<file path="src/rtl/mod_adsr_envelope_if.sv">
// Stereo sample stream between the synth driver, the envelope stage and the DAC.
// The master drives raw samples in and observes the scaled samples coming back.
interface mod_adsr_envelope_if;
    logic        i_sample_valid;
    logic [31:0] i_sample;
    logic        o_sample_valid;
    logic [31:0] o_sample;

    modport master (
        output i_sample_valid,
        output i_sample,
        input  o_sample_valid,
        input  o_sample
    );

    modport slave (
        input  i_sample_valid,
        input  i_sample,
        output o_sample_valid,
        output o_sample
    );
endinterface

</file>
<file path="src/rtl/mod_adsr_envelope.sv">
// ADSR amplitude envelope that gates the stereo synth word with the note-on level.
// The envelope steps once per sample strobe and feeds a 2-stage multiply pipeline.
module mod_adsr_envelope #(
    parameter logic [15:0] ATTACK_STEP   = 16'h1000,
    parameter logic [15:0] DECAY_STEP    = 16'h0100,
    parameter logic [15:0] SUSTAIN_LEVEL = 16'hC000,
    parameter logic [15:0] RELEASE_STEP  = 16'h0200
) (
    input  logic               i_clk,
    input  logic               i_nrst,
    input  logic               i_gate,
    mod_adsr_envelope_if.slave bus,
    output logic [15:0]        o_env,
    output logic [2:0]         o_state,
    output logic               o_active
);

    typedef enum logic [2:0] {
        IDLE    = 3'd0,
        ATTACK  = 3'd1,
        DECAY   = 3'd2,
        SUSTAIN = 3'd3,
        RELEASE = 3'd4
    } state_t;

    state_t      state;
    state_t      state_nxt;
    logic [15:0] env;
    logic [15:0] env_nxt;
    logic        gate_q;
    logic        rise;
    logic        fall;
    logic [16:0] att_sum;
    logic [16:0] dec_diff;

    logic               s1_valid;
    logic [31:0]        s1_sample;
    logic [15:0]        s1_env;
    logic signed [32:0] env_ext;
    logic signed [32:0] prod_l;
    logic signed [32:0] prod_r;
    logic               unused_prod;

    // Envelope, state and gate history only move on a sample strobe.
    always_ff @(posedge i_clk or negedge i_nrst) begin
        if (!i_nrst) begin
            state  <= IDLE;
            env    <= '0;
            gate_q <= 1'b0;
        end else if (bus.i_sample_valid) begin
            state  <= state_nxt;
            env    <= env_nxt;
            gate_q <= i_gate;
        end
    end

    always_comb begin
        rise      = i_gate & ~gate_q;
        fall      = ~i_gate & gate_q;
        att_sum   = {1'b0, env} + {1'b0, ATTACK_STEP};
        dec_diff  = {1'b0, env} - {1'b0, DECAY_STEP};
        state_nxt = state;
        env_nxt   = env;
        if (rise) begin
            state_nxt = ATTACK;
        end else if (fall && (state == ATTACK || state == DECAY || state == SUSTAIN)) begin
            state_nxt = RELEASE;
        end else begin
            case (state)
                ATTACK: begin
                    if (att_sum >= 17'h0FFFF) begin
                        env_nxt   = 16'hFFFF;
                        state_nxt = DECAY;
                    end else begin
                        env_nxt = att_sum[15:0];
                    end
                end
                DECAY: begin
                    if ($signed(dec_diff) <= $signed({1'b0, SUSTAIN_LEVEL})) begin
                        env_nxt   = SUSTAIN_LEVEL;
                        state_nxt = SUSTAIN;
                    end else begin
                        env_nxt = dec_diff[15:0];
                    end
                end
                SUSTAIN: env_nxt = SUSTAIN_LEVEL;
                RELEASE: begin
                    if (env <= RELEASE_STEP) begin
                        env_nxt   = '0;
                        state_nxt = IDLE;
                    end else begin
                        env_nxt = env - RELEASE_STEP;
                    end
                end
                IDLE:    env_nxt = '0;
                default: begin
                    env_nxt   = '0;
                    state_nxt = IDLE;
                end
            endcase
        end
    end

    always_comb begin
        o_env    = env;
        o_state  = state;
        o_active = (state != IDLE);
    end

    // Stage 1 captures the envelope as it stood before this strobe's update.
    always_ff @(posedge i_clk or negedge i_nrst) begin
        if (!i_nrst) begin
            s1_valid  <= 1'b0;
            s1_sample <= '0;
            s1_env    <= '0;
        end else begin
            s1_valid <= bus.i_sample_valid;
            if (bus.i_sample_valid) begin
                s1_sample <= bus.i_sample;
                s1_env    <= env;
            end
        end
    end

    always_comb begin
        env_ext     = $signed({17'd0, s1_env});
        prod_l      = $signed({{17{s1_sample[31]}}, s1_sample[31:16]}) * env_ext;
        prod_r      = $signed({{17{s1_sample[15]}}, s1_sample[15:0]}) * env_ext;
        unused_prod = ^{prod_l[32], prod_l[15:0], prod_r[32], prod_r[15:0]};
    end

    // Bits [31:16] of the signed product are the floor of ch*env/65536.
    always_ff @(posedge i_clk or negedge i_nrst) begin
        if (!i_nrst) begin
            bus.o_sample_valid <= 1'b0;
            bus.o_sample       <= '0;
        end else begin
            bus.o_sample_valid <= s1_valid;
            if (s1_valid) begin
                bus.o_sample <= {prod_l[31:16], prod_r[31:16]};
            end
        end
    end

endmodule

</file>
<file path="src/flat_wrapper.sv">
// flat-port wrapper written by rule: the top's interface ports become plain ports
module mod_adsr_envelope_flat 
#(
    parameter logic [15:0] ATTACK_STEP   = 16'h1000,
    parameter logic [15:0] DECAY_STEP    = 16'h0100,
    parameter logic [15:0] SUSTAIN_LEVEL = 16'hC000,
    parameter logic [15:0] RELEASE_STEP  = 16'h0200
)
  (i_clk, i_nrst, i_gate, o_env, o_state, o_active, bus_i_sample_valid, bus_i_sample, bus_o_sample_valid, bus_o_sample);
  mod_adsr_envelope_if bus_i ();
  input  logic i_clk;
  input  logic i_nrst;
  input  logic i_gate;
  output logic [15:0] o_env;
  output logic [2:0] o_state;
  output logic o_active;
  input wire logic [$bits(bus_i.i_sample_valid)-1:0] bus_i_sample_valid;
  input wire logic [$bits(bus_i.i_sample)-1:0] bus_i_sample;
  output wire logic [$bits(bus_i.o_sample_valid)-1:0] bus_o_sample_valid;
  output wire logic [$bits(bus_i.o_sample)-1:0] bus_o_sample;
  assign bus_i.i_sample_valid = bus_i_sample_valid;
  assign bus_i.i_sample = bus_i_sample;
  assign bus_o_sample_valid = bus_i.o_sample_valid;
  assign bus_o_sample = bus_i.o_sample;
  mod_adsr_envelope #(.ATTACK_STEP(ATTACK_STEP), .DECAY_STEP(DECAY_STEP), .SUSTAIN_LEVEL(SUSTAIN_LEVEL), .RELEASE_STEP(RELEASE_STEP)) u_core (.i_clk(i_clk), .i_nrst(i_nrst), .i_gate(i_gate), .bus(bus_i), .o_env(o_env), .o_state(o_state), .o_active(o_active));
endmodule
</file>
<file path="config.mk">
export PLATFORM = sky130hd
export DESIGN_NAME = mod_adsr_envelope_flat
export DESIGN_NICKNAME = d
export VERILOG_FILES = /design/src/rtl/mod_adsr_envelope_if.sv /design/src/rtl/mod_adsr_envelope.sv /design/src/flat_wrapper.sv
export SDC_FILE = /design/constraint.sdc
export NUM_CORES = 1
export LEC_CHECK = 0
export ABC_AREA = 1
export BUFFER_PORTS_ARGS = -buffer_cell sky130_fd_sc_hd__buf_2
export CORE_ASPECT_RATIO = 0.75
export CORE_MARGIN = 5
export CORE_UTILIZATION = 65
export CTS_CLUSTER_DIAMETER = 40
export DETAILED_ROUTE_END_ITERATION = 6
export PLACE_DENSITY = 0.84
export SYNTH_ARGS = -nofsm -noshare
export SYNTH_HDL_FRONTEND = slang
export SYNTH_SLANG_ARGS = --single-unit
</file>
<file path="constraint.sdc">
create_clock -name i_clk -period 6.3 [get_ports i_clk]
set_input_delay 0.315 -clock i_clk [delete_from_list [all_inputs] [get_ports i_clk]]
set_output_delay 0.315 -clock i_clk [all_outputs]
set_load 0.01 [all_outputs]
</file>
## Yosys cells after proc, flatten, opt, wreduce, memory -nomap -nowiden

Index checks and enable logic that the tools add are counted.

- Flip-flop bits (word level): 102
- Input bits: 36
- Logic and storage cells: 48

- Add/subtract/negate cells: 3
- $mul: 2
- $lt $le $gt $ge: 3
- Equal/unequal tests: 8
- Multiplexer cells: 10
- Bitwise operators: 6
- Reduce and logical (&&, ||, !) cells: 8

Operators by type and width:

| operator | count |
|---|---|
| multiplier 16 x 17 -> 32 bit | 2 |
| one-hot mux 16 bit (4 select lines) | 1 |
| 2-to-1 mux 16 bit | 3 |
| adder 16 x 13 -> 17 bit (second input constant) | 1 |
| >= comparator 17 x 16 -> 1 bit (second input constant) | 1 |
| less-or-equal comparator 17 bit (second input constant) | 1 |
| subtractor 16 x 9 -> 17 bit (second input constant) | 1 |
| less-or-equal comparator 16 x 10 -> 1 bit (second input constant) | 1 |
| subtractor 16 x 10 -> 16 bit (second input constant) | 1 |
| 2-to-1 mux 3 bit | 5 |
| one-hot mux 3 bit (4 select lines) | 1 |
| != test 4 x 3 -> 1 bit (second input constant) | 2 |
| == test 3 x 2 -> 1 bit (second input constant) | 2 |
| AND reduction 5 bit | 1 |
| != test 4 x 1 -> 1 bit (second input constant) | 1 |
| inverter 1 bit | 4 |
| == test 3 x 1 -> 1 bit (second input constant) | 1 |
| == test 3 bit (second input constant) | 1 |
| zero test 3 bit | 1 |
| != test 3 x 1 -> 1 bit (second input constant) | 1 |
| AND reduction 3 bit | 1 |
| nonzero test 3 bit | 1 |
| AND 1 bit | 2 |
| logical OR 1 bit | 2 |
| 2 further kinds | 2 |

## Logic depth before layout (Yosys ltp)

- Depth after elaboration: 6
- Depth in mapped cells: 32
- Mapped depth without buffers: 31

## Worst setup path before layout

OpenSTA, ideal clock, no wires.

- Path type: reg-to-reg
- Start point: reg u_core.s1_env[8]
- End point: reg u_core.bus.o_sample[28]
- Setup time: 0.118 ns
- Arrival time: 5.490 ns
- Path slack: 0.692 ns
- Cell stages (with the launch flop): 24
- Period minus slack after synthesis: 5.608 ns
- Cells stage by stage: dfrtp_1 clkbuf_1 clkbuf_1 buf_1 nand2_1 fa_1 inv_1 fa_1 inv_1 fa_1 fa_1 inv_1 fa_1 inv_1 fa_1 inv_1 ha_1 a21oi_1 o21a_1 o21ai_0 o21ai_0 nand3_1 nand3_1 nand2_1

- Cells in the longest elaborated chain, start to end: 1

Ends and longest elaborated chain:

| element | line | RTL |
|---|---|---|
| start: declaration | mod_adsr_envelope.sv:38 | `logic [15:0] s1_env;` |
| start signal: assignment | mod_adsr_envelope.sv:120 | `s1_env <= env;` |
| multiplier 16 x 17 -> 32 bit | mod_adsr_envelope.sv:127 | `prod_l = $signed({{17{s1_sample[31]}}, s1_sample[31:16]}) * env_ext;` |
| end signal: assignment | mod_adsr_envelope.sv:140 | `bus.o_sample <= {prod_l[31:16], prod_r[31:16]};` |
| end: declaration | mod_adsr_envelope_if.sv:20 | `output o_sample` |

No other way between the ends.
A chain may end at the register's enable or synchronous reset.

## Worst setup path after layout

- Start point: reg u_core.s1_sample[9]
- End point: reg u_core.bus.o_sample[14]

- Cells in the longest elaborated chain, start to end: 1

Ends and longest elaborated chain:

| element | line | RTL |
|---|---|---|
| start: declaration | mod_adsr_envelope.sv:37 | `logic [31:0] s1_sample;` |
| start signal: assignment | mod_adsr_envelope.sv:119 | `s1_sample <= bus.i_sample;` |
| multiplier 16 x 17 -> 32 bit | mod_adsr_envelope.sv:128 | `prod_r = $signed({{17{s1_sample[15]}}, s1_sample[15:0]}) * env_ext;` |

No other way between the ends.

==> results.py <==
metrics = {
    "run_status": {
        "run_status": "finished, final reports clean",
    },
    "clock_network": {
        "cts_setup_buffers": 0,
        "insertion_delay_ps": 390,
        "cts_tree": "yes",
        "clock_path_buffers": 2,
        "cts_sinks": 88,
        "numCtsBuffers": 9,
        "path_clk_slew_ps": 70,
        "cts_root_buf": "clkbuf_16",
        "cts_max_level": 3,
    },
    "detailed_routing": {
        "wirelength_mm": 50.67,
        "drc": 0,
        "wl_per_cell_um": 16.28,
        "vias_per_cell": 5.420,
        "drt_iter0_drc": 1387,
        "drtAntennaViolNets": 0,
        "vias": 16866,
        "first_pass_iters": 6,
    },
    "timing": {
        "hold_viol": 0,
        "fin_crit_ps": 5927,
        "slew_headroom": 0.2592,
        "report.final.slew_viol_count": 0,
        "timing.final.crit_share": 0.9408,
        "worstMarginPinSlew_ps": 1110,
        "layout_setup_ws_ps": 372.7,
        "clock.fmax_mhz": 168.7,
        "finClkSkew_ps": 23.56,
        "holdWs_ps": 129.2,
        "grt_setup_unrepaired": "no",
        "setup_viol": 0,
        "fin_setup_tns_ps": 0,
    },
    "synthesis": {
        "ys_ff_latch": 88,
        "syn-cell-area_mm2": 0.01987,
        "async_reset_ff_frac": 1.000,
        "synth_mux_area_frac": 0,
        "postSynthAreaPerCell_um2": 7.463,
        "synth_compound_area_frac": 0.05389,
        "synth_fa_ha_area_frac": 0.4598,
        "syn-num-nets": 3247,
        "synth.distinct_cells": 41,
        "synth_top_family_by_area": "adder cells",
        "synth-warning-count": 0,
        "syn_inst": 2663,
        "ys_seq_area_frac": 0.1108,
        "synth_simple_gate_area_frac": 0.2051,
        "synth_ff_type": "dfrtp_1",
        "synth_edf_count": 0,
        "synthXorXnorAreaFrac": 0.01801,
    },
    "setup_path": {
        "crit_arrival_ps": 6200,
        "critical_path.slowest_cell": "dfrtp_1",
        "worst_setup_path_end_kind": "flop",
        "slowest_delay_ps": 730,
        "setup.worst_path.start_class": "flop",
        "worst_path_most_repeated_cell": "nand2_1",
        "timing.rr.start": "u_core.s1_sample[9]$_DFFE_PN0P_",
        "cp_data_required_time_ps": 6570,
        "r2r_end": "u_core.bus.o_sample[14]$_DFFE_PN0P_",
        "r2r_slack_ps": 370,
        "crit_start": "u_core.s1_sample[9]$_DFFE_PN0P_",
        "crit_fanout": 10,
        "critical_path_class": "reg -> reg",
        "reg2reg_depth": 30,
    },
    "final_layout": {
        "finish.utilization": 0.6972,
        "diodes": 0,
        "final_common_cell": "nand2_1",
        "num-nets-final": 3292,
        "nFillCells": 2595,
        "fin_cells": 3112,
        "layout-drive-gt1-share": 0.06708,
        "fin_area_mm2": 0.02101,
        "most-common-layout-cells": "754 x nand2_1, 685 x inv_1, 304 x fa_1",
        "area_growth_pct": 5.735,
    },
    "pwr": {
        "power_frac_seq": 0.136,
        "p_comb_frac": 0.788,
        "cellPowerDensity_mw_per_mm2": 358.8,
        "swShare": 0.5706,
        "ir_drop_mv": 0.2740,
        "intPower_mw": 3.238,
        "p_sw_mw": 4.303,
        "p_leak_nw": 12.85,
        "clkPwrFrac": 0.076,
        "total_power_mw": 7.541,
    },
    "placement": {
        "dp.cells": 3095,
        "preCtsSetupSlack_ps": 393.5,
        "numPortBuffers": 88,
        "placed_area_mm2": 0.02070,
        "dp_hpwl_mm": 42.57,
        "globalplace.congestion": 0.9896,
    },
    "hold_path": {
        "hold_class": "in -> reg",
        "hold_path_end": "u_core.s1_sample[29]$_DFFE_PN0P_",
        "holdPathStages": 3,
        "worstHoldStart": "bus_i_sample[29]",
    },
    "global_route": {
        "grt_max_degree": 74,
        "gr-usage-all-layers": 0.3084,
        "antenna_found_initial": 1,
        "grt_first_pass_wirelength_mm": 84.56,
        "grt-ovfl-total": 0,
        "grt_pass1_vias": 17072,
    },
    "die": {
        "coreArea_mm2": 0.03014,
        "die_area_mm2": 0.03421,
        "die_h_um": 161.4,
        "pin_count": 89,
        "rows": 55,
        "die_w_um": 211.9,
        "start_util": 0.6594,
    },
    "flow_run": {
        "max_cap_violations": 0,
    },
}
[registers in the layout (all words and copies together) (netlist names)]
name,flops
u_core.bus.o_sample_valid,1
u_core.s1_env,9
u_core.s1_sample,32
u_core.o_state,3
u_core.gate_q,1
u_core.bus.o_sample,32
u_core.o_env,9
u_core.s1_valid,1
[synthesized netlist by cell type, types with 11 or more instances]
| master | count | area [um^2] |
|---|---|---|
| nand3b_1 | 13 | 97.59 |
| dfrtp_1 | 88 | 2202 |
| nor2_1 | 113 | 424.2 |
| clkbuf_1 | 63 | 236.5 |
| inv_1 | 685 | 2571 |
| nand2_1 | 754 | 2830 |
| ha_1 | 244 | 3053 |
| a21oi_1 | 80 | 400.4 |
| o21ai_0 | 79 | 395.4 |
| buf_4 | 12 | 90.09 |
| xnor2_1 | 16 | 140.1 |
| nand3_1 | 70 | 350.3 |
| fa_1 | 304 | 6086 |
| xor2_1 | 23 | 201.4 |
| nor3_1 | 11 | 55.05 |
[critical path, delay by kind of cell (launching register included)]
family                   cells  cell delay [ps]
XOR/XNOR                     1              190
AND/OR/NAND/NOR             15             1950
flip-flops                   1              730
adder cells (fa/ha/maj)      6             2270
buffers and inverters        7              500
AO/OA/AOI/OAI                1              150
[how the worst max path moves through the flow]
| stage | endpoint | slack, ps | cells past startpoint |
|---|---|---|---|
| 2_1_floorplan | u_core.bus.o_sample[28]$_DFFE_PN0P_ | 690 | 23 |
| 3_3_place_gp | u_core.bus.o_sample[18]$_DFFE_PN0P_ | 460 | 21 |
| 3_5_place_dp | u_core.bus.o_sample[3]$_DFFE_PN0P_ | 390 | 23 |
| 4_1_cts | u_core.bus.o_sample[24]$_DFFE_PN0P_ | 360 | 22 |
| 5_1_grt | u_core.bus.o_sample[14]$_DFFE_PN0P_ | 90 | 25 |
| 6_report | u_core.bus.o_sample[14]$_DFFE_PN0P_ | 370 | 30 |
[power by group through the flow]
stage	Combinational (mW)	Clock, mW	Sequential (mW)
after CTS	5.90	0.584	1.01
final	5.94	0.575	1.03
after detailed placement	5.83	0	1.02
after floorplan	4.33	0	0.910
after global placement	5.66	0	1.02
after global routing	6.82	0.608	1.05
[per-layer routing]
layer | vias to the layer above | share of wire | wire length (um) | global-route usage
met5 | - | 0 | 0 | 0
met4 | 0 | 0.012 | 591 | 0.06351
met3 | 41 | 0.12 | 6052 | 0.08874
met2 | 756 | 0.44 | 22240 | 0.4572
met1 | 8137 | 0.43 | 21790 | 0.4555
li1 | 7932 | - | - | -
[kinds of logic (layout without fill, tap and decap cells)]
family	count (synthesis)	after routing
simple gates	1002	1002
buf+inv	788	838
xor+xnor	40	40
flops	88	88
fa+ha+maj	548	548
compound gates	197	197
[area by class of cell]
class	instances	area [um^2]	share of cell area
timing repair buffer	126	755.7	0.03596
tap	399	499.2	0.02376
clock buffer	9	225.2	0.01072
multi-input combinational	1787	14650	0.6971
clock inverter	7	70.07	0.003334
sequential	88	2203	0.1049
inverter	696	2613	0.1243
[repair_timing]
| action | in CTS | in global routing |
|---|---|---|
| setup endpoints to repair | 0 | 10 |
| resized for setup | 0 | 3 |
| hold buffers | 1 | 0 |
| hold endpoints to repair | 15 | 0 |
No activity file was read; power rests on OpenSTA's default activity.
